===== src/rtl/ahb_pkg.sv =====
// Shared AHB-Lite/AHB2 encodings used by the master ports and anything else on the bus.
// Contents:
//   htrans_e  - HTRANS transfer types (IDLE/BUSY/NONSEQ/SEQ)
//   hresp_e   - HRESP responses (OKAY/ERROR/RETRY/SPLIT)
//   HburstSingle, HsizeByte/Half/Word - burst and size encodings
//   is_retry() - true for the two-cycle responses that ask for a reissue
package ahb_pkg;

  typedef enum logic [1:0] {
    HtransIdle   = 2'b00,
    HtransBusy   = 2'b01,
    HtransNonseq = 2'b10,
    HtransSeq    = 2'b11
  } htrans_e;

  typedef enum logic [1:0] {
    HrespOkay  = 2'b00,
    HrespError = 2'b01,
    HrespRetry = 2'b10,
    HrespSplit = 2'b11
  } hresp_e;

  localparam logic [2:0] HburstSingle = 3'b000;

  localparam logic [2:0] HsizeByte = 3'b000;
  localparam logic [2:0] HsizeHalf = 3'b001;
  localparam logic [2:0] HsizeWord = 3'b010;

  // RETRY and SPLIT both mean "try the same transfer again later".
  function automatic logic is_retry(input logic [1:0] resp);
    return (resp == HrespRetry) || (resp == HrespSplit);
  endfunction

endpackage


===== src/rtl/ahb_master_port.sv =====
// Master-side AHB bridge between one CPU memory port (IM or DM) and the shared AHB bus.
// A CPU single-word request becomes one arbitrated SINGLE transfer; completion is reported
// with a one-cycle ready pulse (err qualifies it) and registered read data.
//
// Ports:
//   HCLK, HRESETn          bus clock (rising edge), async active-low reset
//   enable/write/addr/     CPU request, held until ready; captured when leaving idle
//   wdata/size
//   rdata, ready, err      registered read data, completion pulse, error-completion flag
//   HBUSREQ, HGRANT        arbiter handshake
//   HADDR/HTRANS/HWRITE/   AHB master outputs, all driven from flops
//   HSIZE/HBURST/HWDATA
//   HRDATA/HREADY/HRESP    AHB slave response
//
// Build option: define AHB_MASTER_RETRY_LIMIT_EN to bound RETRY/SPLIT reissues to RETRY_MAX;
// after that many reissues the next RETRY/SPLIT completes the request with err=1.
// Without it, retries are unlimited.
module ahb_master_port
  import ahb_pkg::*;
#(
  parameter int unsigned ADDR_W    = 32,
  parameter int unsigned DATA_W    = 32,
  parameter int unsigned RETRY_MAX = 8
) (
  input  logic              HCLK,
  input  logic              HRESETn,
  // CPU side
  input  logic              enable,
  input  logic              write,
  input  logic [ADDR_W-1:0] addr,
  input  logic [DATA_W-1:0] wdata,
  input  logic [2:0]        size,
  output logic [DATA_W-1:0] rdata,
  output logic              ready,
  output logic              err,
  // AHB side
  output logic              HBUSREQ,
  input  logic              HGRANT,
  output logic [ADDR_W-1:0] HADDR,
  output logic [1:0]        HTRANS,
  output logic              HWRITE,
  output logic [2:0]        HSIZE,
  output logic [2:0]        HBURST,
  output logic [DATA_W-1:0] HWDATA,
  input  logic [DATA_W-1:0] HRDATA,
  input  logic              HREADY,
  input  logic [1:0]        HRESP
);

  typedef enum logic [2:0] {
    StIdle,
    StReq,
    StAddr,
    StData,
    StRetry,
    StDone
  } state_e;

  state_e            state_q;

  // Captured request; the bus side never looks at the live CPU inputs.
  logic [ADDR_W-1:0] addr_q;
  logic              write_q;
  logic [DATA_W-1:0] wdata_q;
  logic [2:0]        size_q;

  logic [1:0]        trans_q;
  logic              busreq_q;
  logic [DATA_W-1:0] rdata_q;
  logic              ready_q;
  logic              err_q;

`ifdef AHB_MASTER_RETRY_LIMIT_EN
  localparam int unsigned CntW = (RETRY_MAX > 0) ? $clog2(RETRY_MAX + 1) : 1;
  localparam logic [CntW-1:0] RetryMaxC = CntW'(RETRY_MAX);

  logic [CntW-1:0] retry_cnt_q;
  // Set when a RETRY/SPLIT arrives with the budget already spent; the RETRY state then
  // finishes the request with an error instead of re-requesting the bus.
  logic            retry_abort_q;
`else
  logic unused_retry_max;
  assign unused_retry_max = ^RETRY_MAX;
`endif

  always_ff @(posedge HCLK or negedge HRESETn) begin
    if (!HRESETn) begin
      state_q       <= StIdle;
      addr_q        <= '0;
      write_q       <= 1'b0;
      wdata_q       <= '0;
      size_q        <= '0;
      trans_q       <= HtransIdle;
      busreq_q      <= 1'b0;
      rdata_q       <= '0;
      ready_q       <= 1'b0;
      err_q         <= 1'b0;
`ifdef AHB_MASTER_RETRY_LIMIT_EN
      retry_cnt_q   <= '0;
      retry_abort_q <= 1'b0;
`endif
    end else begin
      // Completion flags are pulses; only the transitions into StDone raise them.
      ready_q <= 1'b0;
      err_q   <= 1'b0;

      case (state_q)
        StIdle: begin
`ifdef AHB_MASTER_RETRY_LIMIT_EN
          retry_cnt_q   <= '0;
          retry_abort_q <= 1'b0;
`endif
          if (enable) begin
            addr_q   <= addr;
            write_q  <= write;
            wdata_q  <= wdata;
            size_q   <= size;
            busreq_q <= 1'b1;
            if (HGRANT && HREADY) begin
              // Bus already parked on us: go straight to the address phase.
              state_q <= StAddr;
              trans_q <= HtransNonseq;
            end else begin
              state_q <= StReq;
            end
          end
        end

        StReq: begin
          if (HGRANT && HREADY) begin
            state_q <= StAddr;
            trans_q <= HtransNonseq;
          end
        end

        StAddr: begin
          if (HREADY) begin
            state_q  <= StData;
            trans_q  <= HtransIdle;
            busreq_q <= 1'b0;
          end
        end

        StData: begin
          if (is_retry(HRESP)) begin
            // First cycle of the two-cycle response (a response that skips the first
            // cycle is treated the same way); RETRY waits for the second cycle.
            state_q <= StRetry;
`ifdef AHB_MASTER_RETRY_LIMIT_EN
            if (retry_cnt_q == RetryMaxC) begin
              retry_abort_q <= 1'b1;
            end else begin
              retry_cnt_q <= retry_cnt_q + CntW'(1);
            end
`endif
          end else if (HREADY) begin
            // OKAY completes normally; ERROR is acted on in its second (HREADY=1) cycle.
            state_q <= StDone;
            ready_q <= 1'b1;
            if (HRESP == HrespError) begin
              err_q <= 1'b1;
            end else if (!write_q) begin
              rdata_q <= HRDATA;
            end
          end
        end

        StRetry: begin
          if (HREADY) begin
`ifdef AHB_MASTER_RETRY_LIMIT_EN
            if (retry_abort_q) begin
              state_q <= StDone;
              ready_q <= 1'b1;
              err_q   <= 1'b1;
            end else begin
              state_q  <= StReq;
              busreq_q <= 1'b1;
            end
`else
            state_q  <= StReq;
            busreq_q <= 1'b1;
`endif
          end
        end

        StDone: begin
          // enable is still high here (held until ready); a new request is only taken
          // from StIdle, one cycle later.
          state_q <= StIdle;
        end

        default: begin
          state_q  <= StIdle;
          trans_q  <= HtransIdle;
          busreq_q <= 1'b0;
        end
      endcase
    end
  end

  assign HADDR   = addr_q;
  assign HWRITE  = write_q;
  assign HSIZE   = size_q;
  assign HWDATA  = wdata_q;
  assign HTRANS  = trans_q;
  assign HBUSREQ = busreq_q;
  assign HBURST  = HburstSingle;

  assign rdata = rdata_q;
  assign ready = ready_q;
  assign err   = err_q;

endmodule


===== config.mk =====
export PLATFORM = sky130hd
export DESIGN_NAME = ahb_master_port
export DESIGN_NICKNAME = d
export VERILOG_FILES = /design/src/rtl/ahb_pkg.sv /design/src/rtl/ahb_master_port.sv
export SDC_FILE = /design/constraint.sdc
export NUM_CORES = 1
export LEC_CHECK = 0
export ABC_AREA = 1
export CORE_AREA = 2 2 102 104
export CTS_BUF_LIST = sky130_fd_sc_hd__clkbuf_8
export CTS_CLUSTER_DIAMETER = 50
export DETAILED_ROUTE_END_ITERATION = 10
export DIE_AREA = 0 0 104 106
export GPL_ROUTABILITY_DRIVEN = 0
export PLACE_DENSITY_LB_ADDON = 0.15
export SLEW_MARGIN = 10
export SYNTH_ARGS = -nofsm -noshare
export SYNTH_HDL_FRONTEND = slang
export SYNTH_SLANG_ARGS = --single-unit

===== constraint.sdc =====
create_clock -name HCLK -period 2.6 [get_ports HCLK]
set_clock_uncertainty 0.1 [all_clocks]
set_input_delay 0.26 -clock HCLK [delete_from_list [all_inputs] [get_ports HCLK]]
set_output_delay 0.26 -clock HCLK [all_outputs]
set_load 0.02 [all_outputs]

==> flow_summary.yaml, run 1 <==
run_status:
  run_status: "finished clean"
die:
  dieArea_sq_mm: 0.01102
  floorplan.initialDensity: 0.4384
  die_width_um: 104
  num_io_pins: 215
  row_count: 37
  chip_height_um: 106
  core-area_sq_mm: 0.01000
timing:
  timing.fmax_ghz: 0.5378
  tightest_slew_ns: 0.7313
  setup_tns_ns: 0
  slew_violations: 0
  fin_crit_ns: 1.859
  slew_headroom: 0.5125
  rsz0062_at_grt: "no"
  hold_ws_ns: 0.3343
  final_setup_viols: 0
  finalHoldViolations: 0
  min_period_over_period: 0.7151
routing:
  drtPass1Iterations: 4
  ant_nets: 0
  post_drt_via_cell_ratio: 4.540
  drc: 0
  route.final.wire_length_um: 11120
  detailroute.via_count: 3782
  drtIter0Drc: 160
  route.detailed.wl_per_inst_um: 13.35
clocking:
  cts-root-to-sink-buffers: 2
  cts_max_level: 3
  number_of_buffers_added_by_the_clock_tree_synthesis_step: 9
  tritoncts: "yes"
  cts_sinks: 107
  ctsResizeCount: 0
  cts_root_buffer: "sky130_fd_sc_hd__clkbuf_8"
  clkTransAtPathRegs_ns: 0.11
  insertion_delay_ns: 0.35
logic_synthesis:
  distinct_cells_synth: 21
  postSynth.asyncResetShare: 1.000
  synthCells: 490
  synthTopCellsByArea: "sky130_fd_sc_hd__dfrtp_1 (61%), sky130_fd_sc_hd__nand2_1 (13%), sky130_fd_sc_hd__inv_1 (6.6%)"
  yosysWarnings: 0
  synth_flop_cell: "sky130_fd_sc_hd__dfrtp_1"
  total_standard_cell_area_after_synthesis_sq_mm: 0.004384
  synth_top_cells_by_count: "sky130_fd_sc_hd__nand2_1 (146), sky130_fd_sc_hd__dfrtp_1 (107), sky130_fd_sc_hd__inv_1 (77)"
  post-synth-top-area-cell: "sky130_fd_sc_hd__dfrtp_1"
  ys_ff_latch: 107
  avgSynthCellArea_sq_um: 8.947
  synth_enable_flop_cells: 0
  synth_seq_area_share: 0.6107
  synth.most_common_cell: "sky130_fd_sc_hd__nand2_1"
  post-synth-top-area-fraction: 0.6107
layout:
  final_layout_size_suffix_gt1_frac: 0.04161
  nNetsFinal: 799
  insertedDiodeCount: 0
  post-route-cell-area_sq_mm: 0.006779
  area.growth.synth_to_final_pct: 54.62
grt:
  grt_remaining_overflow: 0
  largest_net_degree_at_the_start_of_global_routing: 58
  global_route_wire_length_before_repair_um: 18310
  grt_antenna_before_repair: 0
  grt.total_usage: 0.2064
  grt_pass1_vias: 3685
hold_path:
  min_delay_path_depth: 3
  timing.hold.worst.class: "in2reg"
  min_from: "addr[9]"
  hold_end: "HADDR[9]"
pwr:
  total_leakage_power_uw: 0.003387
  power_density_mw_per_mm2: 1131
  irDropWorstVdd_v: 0.0005544
  seqPwrFrac: 0.373
  power_frac_clock: 0.125
  p_int_uw: 4588
  p_sw_uw: 3083
  swShare: 0.4019
  pwr-share-comb: 0.503
setup_path:
  slowest_delay_ns: 0.47
  timing.critical_path.max_delay_family: "buffers and inverters"
  worstPathBufferInverterCount: 2
  timing.setup.critical_path_class: "reg2reg"
  critical_path.reg2reg.endpoint: "HWDATA[2]"
  worst-endpoint-required_ns: 2.77
  r2r.worst_path.cells: 4
  worstPathMaxFanout: 57
  r2r-start: "state_q[2]"
  critical-path-slowest-cell: "sky130_fd_sc_hd__dfrtp_1"
  timing.critical_path.to_type: "flip-flop"
  timing.critical_path.arrival_ns: 2.03
  reg2reg_setup_slack_ns: 0.74
  critical_path.startpoint_type: "flip-flop"
  critical_path.cell_chain: "inv_1, nand3_4, buf_12, o21ai_0"
place:
  port-buffer-count: 210
  post_dp_cell_area_sq_mm: 0.006584
  place.detailed.hpwl_um: 8274
flow_run:
  maxCapViolCount: 0
metrics by stage:
step	cells	total power, uW	utilization	worst slack (ns)
final	833	7670	0.6779	0.7406
after global routing	833	8175	0.6779	0.5231
after CTS	833	7761	0.6779	0.7305
after detailed placement	816	6776	0.6584	0.6160
after global placement	816	6677	0.6584	0.7118
after floorplan	493	4774	-	1.148
cells by family after synthesis:
logic type             after synthesis  share of synthesized area
DFF                                107                     0.6107
AOI/OAI and AO/OA                   73                    0.08390
buffers and inverters              105                     0.1039
and+or+nand+nor                    204                     0.2006
other                                1                  0.0008553
state kept, by name, indices dropped and copies added, names as in the netlist:
name,cells
err,1
HWDATA,32
state_q,3
ready,1
HBUSREQ,1
HSIZE,3
HWRITE,1
HTRANS,1
HADDR,32
rdata,32
power by group through the flow:
stage	combinational, uW	sequential [uW]	clock, uW
final	3850	2860	957
after global routing	4170	2950	1060
after CTS	3910	2860	994
after detailed placement	3890	2880	0
after global placement	3820	2860	0
after floorplan	1040	3740	0
repair_timing:
item,4_1_cts,5_1_grt
setup endpoints to repair,0,0
endpoints found under the hold margin,55,0
buffers inserted,0,0
hold buffers,1,0
layer usage:
metal	GRT usage	wire length, um	up-vias
met2	0.3351	5273	143
met4	0.06467	167	0
met5	0	0	-
met3	0.07419	986	11
met1	0.2600	4690	1730
li1	-	-	1898
worst min-delay path: stages:
cell and delay (ns):
sky130_fd_sc_hd__clkdlybuf4s50_1 0.40, sky130_fd_sc_hd__inv_1 0.05, sky130_fd_sc_hd__o21ai_1 0.06
cell type report:
cell class	count	area (sq um)
Clock inverter	6	47.55
Fill cell	828	3221
Multi-Input combinational cell	281	1272
Inverter	77	289.0
Clock buffer	10	137.6
Timing Repair Buffer	216	2185
Sequential cell	107	2678
Tap cell	136	170.2
worst max path at each step:
stage	start	endpoint	slack, ns	cells past startpoint
after floorplan	state_q[1]	HADDR[30]	1.15	7
after global placement	enable	HWDATA[2]	0.71	5
after detailed placement	enable	HWDATA[14]	0.62	4
after CTS	state_q[2]	HWDATA[14]	0.73	4
after global routing	state_q[2]	HWDATA[16]	0.52	4
final	state_q[2]	HWDATA[2]	0.74	4
placed cells by master, fill, tap and decap left out:
cell type                         instances
sky130_fd_sc_hd__o21bai_1                 1
sky130_fd_sc_hd__a21oi_1                  1
sky130_fd_sc_hd__nor2_1                   6
sky130_fd_sc_hd__buf_12                   3
sky130_fd_sc_hd__buf_4                    3
sky130_fd_sc_hd__nand2_4                  2
sky130_fd_sc_hd__nor2_4                   2
sky130_fd_sc_hd__nand2_1                146
sky130_fd_sc_hd__inv_8                    1
sky130_fd_sc_hd__inv_1                   78
sky130_fd_sc_hd__clkdlybuf4s50_1        209
sky130_fd_sc_hd__clkinvlp_4               2
sky130_fd_sc_hd__dfrtp_1                107
sky130_fd_sc_hd__o21ai_1                 18
sky130_fd_sc_hd__nand3_1                 42
sky130_fd_sc_hd__nor2_2                   1
sky130_fd_sc_hd__inv_6                    2
sky130_fd_sc_hd__nor3b_1                  1
sky130_fd_sc_hd__clkbuf_8                10
sky130_fd_sc_hd__nor2_8                   1
sky130_fd_sc_hd__nand2_2                  1
sky130_fd_sc_hd__dlygate4sd3_1            1
sky130_fd_sc_hd__conb_1                   4
sky130_fd_sc_hd__nand4_1                  1
sky130_fd_sc_hd__o21ai_0                 53
sky130_fd_sc_hd__nand3_4                  1
No activity file was read; power rests on OpenSTA's default activity.
==> run 2: changes to the inputs <==
--- a/config.mk
+++ b/config.mk
@@ -6,11 +6,11 @@
 export NUM_CORES = 1
 export LEC_CHECK = 0
 export ABC_AREA = 1
-export CORE_AREA = 2 2 102 104
+export CORE_AREA = 2 2 106 108
 export CTS_BUF_LIST = sky130_fd_sc_hd__clkbuf_8
 export CTS_CLUSTER_DIAMETER = 50
 export DETAILED_ROUTE_END_ITERATION = 10
-export DIE_AREA = 0 0 104 106
+export DIE_AREA = 0 0 108 110
 export GPL_ROUTABILITY_DRIVEN = 0
 export PLACE_DENSITY_LB_ADDON = 0.15
 export SLEW_MARGIN = 10
==> constraint.sdc (replaced) <==
create_clock -name HCLK -period 1.85 [get_ports HCLK]
set_clock_uncertainty 0.1 [all_clocks]
set_input_delay 0.185 -clock HCLK [delete_from_list [all_inputs] [get_ports HCLK]]
set_output_delay 0.185 -clock HCLK [all_outputs]
set_load 0.02 [all_outputs]
==> run 2 against run 1 <==
Net effect:
- global-route usage shrank 0.84 points
- critical path depth increased by 3
- sequential share of layout area decreased by 0.41 points
- count of clock-buffer cells in the layout is the same
- power increased by 42%
- design area up 1.1%
- clock power is 49% higher
- register-to-register slack got worse by 0.59 ns
- sequential power grew 41%
- utilization is 3.8 points lower
- critical endpoint is now rdata[9]
- largest cell class unchanged
==> flow_summary.yaml, run 2 (synthesis results as in run 1) <==
pwr:
  swShare: 0.3955
  total_leakage_power_uw: 0.003423
  p_sw_uw: 4321
  total_power_uw: 10930
  p_int_uw: 6606
  power_density_mw_per_mm2: 1595
  power_frac_clock: 0.130
  irDropWorstVdd_v: 0.0008434
  seqPwrFrac: 0.369
  pwr-share-comb: 0.501
clocking:
  cts_root_buffer: "sky130_fd_sc_hd__clkbuf_8"
  cts_max_level: 3
  post-cts-setup-buffers: 0
  insertion_delay_ns: 0.37
  clkTransAtPathRegs_ns: 0.09
  tritoncts: "yes"
  cts_sinks: 107
  number_of_buffers_added_by_the_clock_tree_synthesis_step: 9
  cts-root-to-sink-buffers: 2
timing:
  setup_tns_ns: 0
  finalHoldViolations: 0
  hold_ws_ns: 0.1671
  timing.fmax_ghz: 0.5869
  fin_crit_ns: 1.704
  final_setup_viols: 0
  slew_violations: 0
  rsz0062_at_grt: "no"
  min_period_over_period: 0.9211
layout:
  filler_cells: 912
  nNetsFinal: 802
  layout.cells.most_common: "sky130_fd_sc_hd__clkdlybuf4s50_1"
  commonest_non_fill_non_tap_cells_in_the_layout: "sky130_fd_sc_hd__clkdlybuf4s50_1 (209), sky130_fd_sc_hd__nand2_1 (146), sky130_fd_sc_hd__dfrtp_1 (107), sky130_fd_sc_hd__inv_1 (77), sky130_fd_sc_hd__o21ai_0 (53)"
  number_of_non_filler_instances_in_the_completed_layout: 839
  area.growth.synth_to_final_pct: 56.25
  insertedDiodeCount: 0
  final_layout_size_suffix_gt1_frac: 0.04578
grt:
  grt_remaining_overflow: 0
  grt_pass1_vias: 3758
  grt.total_usage: 0.1980
  largest_net_degree_at_the_start_of_global_routing: 60
  global_route_wire_length_before_repair_um: 18200
  grt_antenna_before_repair: 0
die:
  floorplan.initialDensity: 0.4098
  core-area_sq_mm: 0.01070
  chip_height_um: 110
  num_io_pins: 215
  row_count: 38
  die_width_um: 108
  dieArea_sq_mm: 0.01188
setup_path:
  worstPathBufferInverterCount: 0
  worstPathMaxFanout: 32
  path_depth: 7
  critical-path-slowest-cell: "sky130_fd_sc_hd__dfrtp_1"
  r2r-start: "state_q[1]"
  timing.critical_path.arrival_ns: 1.87
  critical_path.reg2reg.endpoint: "rdata[9]"
  timing.setup.critical_path_class: "reg2reg"
  timing.critical_path.to_type: "flip-flop"
  r2r.worst_path.cells: 7
  critical_path.cell_chain: "nand2_2, nor2_4, nand2_4, nor2_8, nand2_4, nand2_1, nand2_1"
  worst-endpoint-required_ns: 2.02
  timing.critical_path.max_delay_family: "simple AND/OR/NAND/NOR gates"
  reg2reg_setup_slack_ns: 0.15
  critical_path.startpoint_type: "flip-flop"
  slowest_delay_ns: 0.56
routing:
  drc: 0
  route.final.wire_length_um: 11450
  ant_nets: 0
  drtIter0Drc: 241
  post_drt_via_cell_ratio: 4.540
  drtPass1Iterations: 4
  detailroute.via_count: 3809
  route.detailed.wl_per_inst_um: 13.65
place:
  place.detailed.hpwl_um: 8450
  port-buffer-count: 210
  cells_after_dpl: 823
hold_path:
  timing.hold.worst.class: "in2async"
flow_run:
  maxCapViolCount: 0
run_status:
  run_status: "finished clean"
## run 2: cell types whose count changed in the layout (fill, tap and decap cells not counted), sizes merged
| cell | delta |
|---|---|
| clkinv | +4 |
| clkinvlp | -2 |
| inv | -4 |
| buf | +3 |
| bufinv | +1 |
## run 2: what timing repair did
action | 4_1_cts | 5_1_grt
hold buffers | 1 | 0
gates resized for setup | 0 | 0
hold endpoints to repair | 33 | 0
## run 2: metrics by stage
step | setup slack, ns | utilization | area, sq um
after floorplan | 0.3983 | - | 4395
after global routing | 0.01638 | 0.6404 | 6850
after global placement | 0.2041 | 0.6215 | 6649
after CTS | 0.1417 | 0.6404 | 6850
final | 0.1460 | 0.6404 | 6850
after detailed placement | 0.1124 | 0.6215 | 6649
## run 2: power groups by stage
stage	clock network [uW]	registers [uW]	logic [uW]
CTS	1470	4030	5550
floorplan	0	5250	1460
detailed placement	0	4060	5530
global placement	0	4010	5440
finish	1430	4030	5470
global route	1560	4160	5970
## run 2: area by class of cell
| cell class | count | area, sq um | area share |
|---|---|---|---|
| Inverter | 77 | 289.0 | 0.04219 |
| Clock buffer | 10 | 137.6 | 0.02009 |
| Multi-Input combinational cell | 281 | 1272 | 0.1858 |
| Timing Repair Buffer | 219 | 2245 | 0.3277 |
| Sequential cell | 107 | 2678 | 0.3909 |
| Clock inverter | 5 | 53.80 | 0.007854 |
| Tap cell | 140 | 175.2 | 0.02557 |
## run 2: metal layers
metal	part of all wire	vias up	wire length [um]	GRT usage
li1	-	1898	-	-
met1	0.39	1739	4500	0.2326
met2	0.47	154	5375	0.3252
met3	0.11	18	1272	0.07407
met4	0.026	0	302	0.08974
met5	0	-	0	0
## run 2: worst max-delay path by stage
| stage | from | endpoint | slack [ns] |
|---|---|---|---|
| after global placement | HREADY | state_q[1] | 0.20 |
| final | state_q[1] | rdata[9] | 0.15 |
| after detailed placement | HREADY | state_q[1] | 0.11 |
| after CTS | HWRITE | HWRITE | 0.14 |
| after floorplan | state_q[1] | HADDR[30] | 0.40 |
| after global routing | state_q[1] | rdata[26] | 0.02 |
## run 2: worst register-to-register path, stage by stage, from the launching register on
cell	delay [ns]
sky130_fd_sc_hd__dfrtp_1	0.56
sky130_fd_sc_hd__nand2_2	0.15
sky130_fd_sc_hd__nor2_4	0.15
sky130_fd_sc_hd__nand2_4	0.09
sky130_fd_sc_hd__nor2_8	0.12
sky130_fd_sc_hd__nand2_4	0.21
sky130_fd_sc_hd__nand2_1	0.16
sky130_fd_sc_hd__nand2_1	0.07
